<file path="src/rtl/postwrite.sv">
// Two-entry posted-write buffer: a head register drives the sink, a skid register
// absorbs one extra word so full_o can be a registered flag with no path from full_i.
module postwrite #(
  parameter int W = 8
) (
  input  logic         clock,
  input  logic         reset,
  input  logic [W-1:0] in,
  input  logic         put_i,
  output logic         full_o,
  output logic [W-1:0] out,
  output logic         put_o,
  input  logic         full_i,
  output logic         overflow
);

  typedef enum logic [1:0] {
    EMPTY = 2'd0,
    ONE   = 2'd1,
    TWO   = 2'd2
  } state_t;

  state_t       state_q, state_d;
  logic [W-1:0] head_q, head_d;
  logic [W-1:0] skid_q, skid_d;
  logic         full_q, full_d;
  logic         ovf_q, ovf_d;
  logic         accept;
  logic         drain;

  assign put_o    = (state_q != EMPTY) & ~full_i;
  assign drain    = put_o;
  assign accept   = put_i & ~full_q;
  assign full_o   = full_q;
  assign out      = head_q;
  assign overflow = ovf_q;

  always_comb begin
    state_d = state_q;
    head_d  = head_q;
    skid_d  = skid_q;
    ovf_d   = ovf_q;
    case (state_q)
      EMPTY: begin
        if (accept) begin
          head_d  = in;
          state_d = ONE;
        end
      end
      ONE: begin
        if (accept && drain) begin
          head_d = in;
        end else if (accept) begin
          skid_d  = in;
          state_d = TWO;
        end else if (drain) begin
          state_d = EMPTY;
        end
      end
      TWO: begin
        // A write while full is dropped; only the sticky flag records it.
        if (put_i) begin
          ovf_d = 1'b1;
        end
        if (drain) begin
          head_d  = skid_q;
          state_d = ONE;
        end
      end
      default: begin
        state_d = EMPTY;
      end
    endcase
    full_d = (state_d == TWO);
  end

  always_ff @(posedge clock or posedge reset) begin
    if (reset) begin
      state_q <= EMPTY;
      head_q  <= '0;
      skid_q  <= '0;
      full_q  <= 1'b0;
      ovf_q   <= 1'b0;
    end else begin
      state_q <= state_d;
      head_q  <= head_d;
      skid_q  <= skid_d;
      full_q  <= full_d;
      ovf_q   <= ovf_d;
    end
  end

endmodule

</file>
<file path="config.mk">
export PLATFORM = sky130hd
export DESIGN_NAME = postwrite
export DESIGN_NICKNAME = d
export VERILOG_FILES = /design/src/rtl/postwrite.sv
export SDC_FILE = /design/constraint.sdc
export NUM_CORES = 1
export LEC_CHECK = 0
export CAP_MARGIN = 20
export CORE_MARGIN = 2
export CORE_UTILIZATION = 50
export CTS_CLUSTER_DIAMETER = 150
export DETAILED_ROUTE_END_ITERATION = 10
export PLACE_DENSITY = 0.78
export SLEW_MARGIN = 20
export SYNTH_ARGS = -nofsm -noshare
export SYNTH_HDL_FRONTEND = slang
export SYNTH_SLANG_ARGS = --single-unit
</file>
<file path="constraint.sdc">
create_clock -name clock -period 2.6 [get_ports clock]
set_input_delay 0.78 -clock clock [delete_from_list [all_inputs] [get_ports clock]]
set_output_delay 0.78 -clock clock [all_outputs]
set_load 0.005 [all_outputs]
</file>
; ---- Yosys cells after proc, flatten, opt, wreduce, memory -nomap -nowiden
; Cells that the tools add are included.
[totals]
out_inout_bits = 11
ff_bits = 20
elab_cells = 33
[op_classes]
n_eq_ne = 6
n_bitwise = 5
reduce_logical = 7
n_mux = 10
[ops]
columns = operator, n
row1 = $mux W8, 3
row2 = $pmux W8 S3, 1
row3 = $mux W2, 5
row4 = $ne A2 B2 Y1 const B, 3
row5 = $pmux W2 S3, 1
row6 = $eq A2 B2 Y1 const B, 2
row7 = $reduce_and A4 Y1, 1
row8 = $not A1 Y1, 3
row9 = $reduce_and A3 Y1, 1
row10 = $reduce_bool A3 Y1, 1
row11 = $and A1 B1 Y1, 2
row12 = $eq A2 B1 Y1 const B, 1
row13 = $logic_not A2 Y1, 1
row14 = $reduce_and A2 Y1, 1
row15 = $reduce_bool A2 Y1, 1
row16 = $logic_and A1 B1 Y1, 1

; ---- Longest topological paths before layout
; Gate-level depths: netlist of the first run.
[logic_depth]
depth_word = 7
depth_mapped = 4

; ---- Worst setup path before layout of the first run
; OpenSTA, ideal clock, no wires.
[synth_path]
kind = in2reg
from = input put_i
to = register skid_q[0]
required_time_ns = 2.475
path_buffers = 0
stages = 3
t_arrival_ns = 1.695
slack_ns = 0.780
cell_sequence = or3b_4 nor2_8 mux2_2
[synth_via]
elab_chain_cells = 4
[synth_lines]
columns = item, line_no
row1 = "start, declared", 9  ; input logic put_i,
row2 = $and A1 B1 Y1 (*), 33  ; assign accept = put_i & ~full_q;
row3 = $logic_and A1 B1 Y1, 51  ; if (accept && drain) begin
row4 = $not A1 Y1 (no source line), --
row5 = $reduce_and A3 Y1 (no source line) (*), --
row6 = "end signal, assigned", 87  ; skid_q <= skid_d;
row7 = "end, declared", 25  ; logic [W-1:0] skid_q, skid_d;
; Mark *: on every way between the ends. The rest lies on a longest branch, timed or not.
; A chain may end at the register's enable or synchronous reset.

; ---- Worst setup path in the final report of the first run
[layout_path]
from = input full_i
to = output put_o
[layout_via]
elab_chain_cells = 2
[layout_lines]
columns = item, line_no
row1 = "start, declared", 13  ; input logic full_i,
row2 = $not A1 Y1, 31  ; assign put_o = (state_q != EMPTY) & ~full_i;
row3 = $and A1 B1 Y1, 31
row4 = "end, declared", 12  ; output logic put_o,
; Every way passes these cells.

==> results.cfg, run 1 <==
[sta]
final.period_utilization_pct = 90.5
tightest_slew_ns = 0.327
tns_ns = 0
post-route-min-period_ns = 2.35
skew_ns = 0.000963
fmax_ghz = 0.425
hold_violations = 0
setup_violations = 0
final_max_slew_viol_count = 0
rsz0062_at_grt = no
slew_headroom_pct = 78.2

[routing]
vias = 625
wl_met3_um = 77
wl_per_cell_um = 14.9
wl_mm = 1.77
met1_length_um = 820
route.antenna.remaining_nets = 0
first_iter_violations = 10
dr.pass1.iters = 3
drc = 0
top_layer = met4
routed_via_density = 5.25
met2WireLength_um = 857

[placed_design]
numPortBuffers = 22
gp_congestion = 0.778
hpwl_mm = 1.26

[final_layout]
drive_gt1_share_pct = 27.7
fin_nets = 107
postLayoutCoreUtil_pct = 69.7
syn2layout_area_growth_pct = 33.2
antenna_cells = 0

[synthesis]
synth.avg_cell_area_um2 = 13.3
syn-instance-count = 67
synth_nets = 79
synth-seq-area-share_pct = 56.0
syn-cell-area_um2 = 893
synthDistinctLibCells = 21
yosys_warnings = 0
synth-seq-cells = 20

[grt]
grt_max_degree = 21
track_usage_pct = 19.9
grt_pass1_wl_mm = 2.90
grt_pass1_vias = 624
antenna_found_initial = 0
grt_overflow_total = 0

[clock_network]
clk_pin_slew_worst_paths_ns = 0.11
cts_max_path_buffers = 2
numCtsBuffers = 3
cts_max_level = 1
cts_tree = yes
root_buffer = clkbuf_4
post-cts-setup-buffers = 0
clock_sinks = 20
clk_latency_ns = 0.30

[critical_path]
endpoint_kind = output port
crit_fanout = 2
required_ns = 1.82
ff2ff_path_depth = 3
critPathLaunchType = input port
arrival_ns = 1.57
path_class = input port to output port

[run_status]
outcome = completed

[power_and_ir_drop]
p_leak_nw = 0.497
power_density_mw_per_mm2 = 978
ir_drop_uv = 547

[floorplan]
initial_core_util_pct = 52.3
ios = 23
core_region_area_mm2 = 0.00171
num_rows = 15
die-area_mm2 = 0.00214
die_h_um = 46.3
die-width_um = 46.3

[worst_hold_path]
hold_path_depth = 1
hold_class = flop to flop

[run]
max_cap_violations = 0
cell type report:
class	instances	area, µm²
inverter	2	7.51
clock buffer	4	36.3
multi-input combinational	44	380
tap	25	31.3
fill	119	518
sequential	20	500
timing repair buffer	24	234
cell families after synthesis:
family / count (synthesis) / synth area share (%)
buffers and inverters: 3 / 1.40
flip-flops: 20 / 56.0
multiplexers: 9 / 11.2
AO/OA/AOI/OAI: 12 / 14.0
AND/OR/NAND/NOR: 23 / 17.4
routing by layer:
| metal | GRT usage, % | up-vias |
|---|---|---|
| li1 | - | 298 |
| met1 | 24.8 | 305 |
| met2 | 32.2 | 20 |
| met3 | 6.27 | 2 |
| met4 | 6.86 | 0 |
| met5 | 0 | - |
critical path: stages:
cell	delay (ns)
clkdlybuf4s50_1	0.49
nor2_1	0.05
dlygate4sd2_1	0.26
synthesized netlist by cell type, drive strengths merged:
library cell  count  area share, %
a21o              1           0.84
dfrtp            20             56
a21oi             1           0.56
mux2i             1            1.1
or2               8            5.6
nand2             2           0.84
inv               2           0.84
and4bb            1            1.4
nor2b             1           0.70
and2              1           0.70
nor2              6            4.3
buf               1           0.56
o22ai             1           0.70
o221a             8             10
nor3b             1           0.84
or3b              2            2.2
mux2              8             10
o21ai             1            1.8
nand2b            1           0.70
path summary, 6_finish.rpt:
kind | from | to | slack [ns]
worst min register to register | overflow | overflow | 0.47
worst max-delay path | full_i | put_o | 0.25
worst min-delay path | overflow | overflow | 0.47
worst max register to register | state_q[1] | skid_q[5] | 0.98
min in group asynchronous | reset | skid_q[2] | 0.79
max in group asynchronous | reset | skid_q[5] | 1.60
flip-flops by register name (all words and copies together) (netlist names):
| register | cells |
|---|---|
| overflow | 1 |
| out | 8 |
| full_o | 1 |
| skid_q | 8 |
| state_q | 2 |
where the power goes:
group	internal, mW	leakage [nW]	switching (mW)
clock network	0.0854	0.0210	0.0947
registers	0.454	0.232	0.0844
logic	0.292	0.243	0.153
through the flow:
stage	worst slack (ns)	hold slack [ns]	total power, mW	std cells	instance area (µm²)
after global placement	0.0275	0.445	0.975	115	1150
after detailed placement	-0.0101	0.447	0.999	115	1150
after floorplan	0.780	0.451	0.769	67	893
final	0.248	0.471	1.16	119	1190
after CTS	0.244	0.476	1.18	119	1190
after global routing	0.235	0.495	1.25	119	1190
what timing repair did:
| item | in CTS | in global routing |
|---|---|---|
| hold buffers | 0 | 0 |
| resized for setup | 1 | 0 |
| setup endpoints to repair | 1 | 0 |
cells in the final DEF, fill, tap and decap left out, drive strengths merged, types with 2 or more instances in the layout:
cell	netlist	routed
o221a	8	8
or2	8	8
dfrtp	20	20
mux2	8	8
clkdlybuf4s50	0	21
nand2	2	2
clkbuf	0	4
nor2	6	6
inv	2	2
buf	1	2
or3b	2	2
Note: power is estimated with default switching activity, not from simulation.
==> run 2: changes to the inputs <==
--- a/config.mk
+++ b/config.mk
@@ -10,6 +10,7 @@
 export CORE_UTILIZATION = 50
 export CTS_CLUSTER_DIAMETER = 150
 export DETAILED_ROUTE_END_ITERATION = 10
+export GPL_TIMING_DRIVEN = 0
 export PLACE_DENSITY = 0.78
 export SLEW_MARGIN = 20
 export SYNTH_ARGS = -nofsm -noshare
==> run 2 against run 1 <==
Effect of this change:
- cell area fell by 0.84%
- count of clock-buffer cells in the layout did not move
- total power fell by 0.54%
- routed wire length fell by 5.6%
- critical path type unchanged
- sequential share of layout area rose by 0.36 points
- via count fell by 3.4%
- largest cell class unchanged
- critical path depth did not move
==> results.cfg, run 2 (synthesized netlist as in run 1, its figures left out) <==
[grt]
track_usage_pct = 18.4
grt_pass1_vias = 584
grt_pass1_wl_mm = 2.70
grt_overflow_total = 0
antenna_found_initial = 0
grt_max_degree = 21

[routing]
wl_mm = 1.67
dr.pass1.iters = 2
routed_via_density = 5.12
route.antenna.remaining_nets = 0
first_iter_violations = 11
wl_per_cell_um = 14.2
vias = 604
drc = 0

[worst_hold_path]
hold_class = flop to flop

[power_and_ir_drop]
power_density_mw_per_mm2 = 981
finalPower_mw = 1.16
ir_drop_uv = 565
p_leak_nw = 0.488

[critical_path]
crit_chain = dlygate4sd2_1, nor2_1, clkdlybuf4s50_1
critPathLaunchType = input port
endpoint_kind = output port
slowest_stage = clkdlybuf4s50_1
crit_path_max_incr_delay_ns = 0.51
path_class = input port to output port
arrival_ns = 1.67
required_ns = 1.82
crit_fanout = 5

[final_layout]
antenna_cells = 0
final_cell_mix = 21 x clkdlybuf4s50_1, 20 x dfrtp_1, 8 x or2_0, 8 x o221a_2, 8 x mux2_2
syn2layout_area_growth_pct = 32.1
drive_gt1_share_pct = 26.9
final_common_cell = clkdlybuf4s50_1
postLayoutCoreUtil_pct = 69.1
fin_nets = 106

[placed_design]
place_ws_ns = -0.0528
gp_congestion = 0.800
numPortBuffers = 22
hpwl_mm = 1.20

[sta]
tightest_slew_ns = 0.756
setup_violations = 0
post-route-min-period_ns = 2.45
fmax_ghz = 0.409
skew_ns = 0.00740
hold_violations = 0
worst_slack_ns = 0.154
slew_headroom_pct = 49.5
rsz0062_at_grt = no
final.period_utilization_pct = 94.1
final_max_slew_viol_count = 0

[floorplan]
die-area_mm2 = 0.00214
ios = 23
die-width_um = 46.3
num_rows = 15
die_h_um = 46.3
core_region_area_mm2 = 0.00171
initial_core_util_pct = 52.3

[clock_network]
clk_pin_slew_worst_paths_ns = 0.12
clk_latency_ns = 0.29
cts_tree = yes
cts_max_level = 1
clock_sinks = 20
holdBufCountCts = 0
numCtsBuffers = 3
cts_max_path_buffers = 2
root_buffer = clkbuf_4

[run_status]
outcome = completed

[run]
max_cap_violations = 0
[run 2: cell count changes in the layout (fill, tap and decap cells not counted), sizes merged]
cell / delta
buf: -1
[run 2: cell type report]
cell class                      instances  area (µm²)
Tap cell                               25        31.3
Buffer                                  1        5.00
Sequential cell                        20         500
Fill cell                             122         528
Inverter                                2        7.51
Timing Repair Buffer                   22         219
Clock buffer                            4        36.3
Multi-Input combinational cell         44         380
[run 2: layer usage]
layer  part of all wire, %  GRT usage [%]
met5                     0              0
met4                   1.3           8.57
met3                   3.6           3.53
met2                    45           26.9
met1                    50           25.9
[run 2: critical path: cells and delay by family]
kind / cells / cell delay (ns)
buffers and inverters: 2 / 0.78
AND/OR/NAND/NOR: 1 / 0.11
[run 2: final timing paths]
kind                                 start         to  slack (ns)  cells after the start
worst min register to register    overflow   overflow        0.47                      1
worst min-delay path              overflow   overflow        0.47                      1
max in group asynchronous            reset     out[5]        1.22                      2
worst max register to register  state_q[1]  skid_q[2]        0.98                      3
worst max-delay path                full_i      put_o        0.15                      3
min in group asynchronous            reset   overflow        0.90                      2
[run 2: stage by stage]
step	hold WS, ns	area (µm²)	setup TNS [ns]	cells
final	0.470	1180	0	118
after global routing	0.501	1180	0	118
after CTS	0.477	1180	0	118
after detailed placement	0.448	1140	-0.0528	114
after global placement	0.445	1140	-0.0469	114
after floorplan	0.451	893	0	67
[run 2: power breakdown]
group	internal, mW	leakage [nW]	total, mW	switching (mW)
combinational	0.293	0.234	0.442	0.149
sequential	0.454	0.232	0.537	0.0834
clock	0.0852	0.0210	0.179	0.0934
[run 2: timing repair]
item	CTS	global route
setup buffers	0	0
gates resized for setup	1	0
hold endpoints to repair	0	0
setup endpoints to repair	1	0
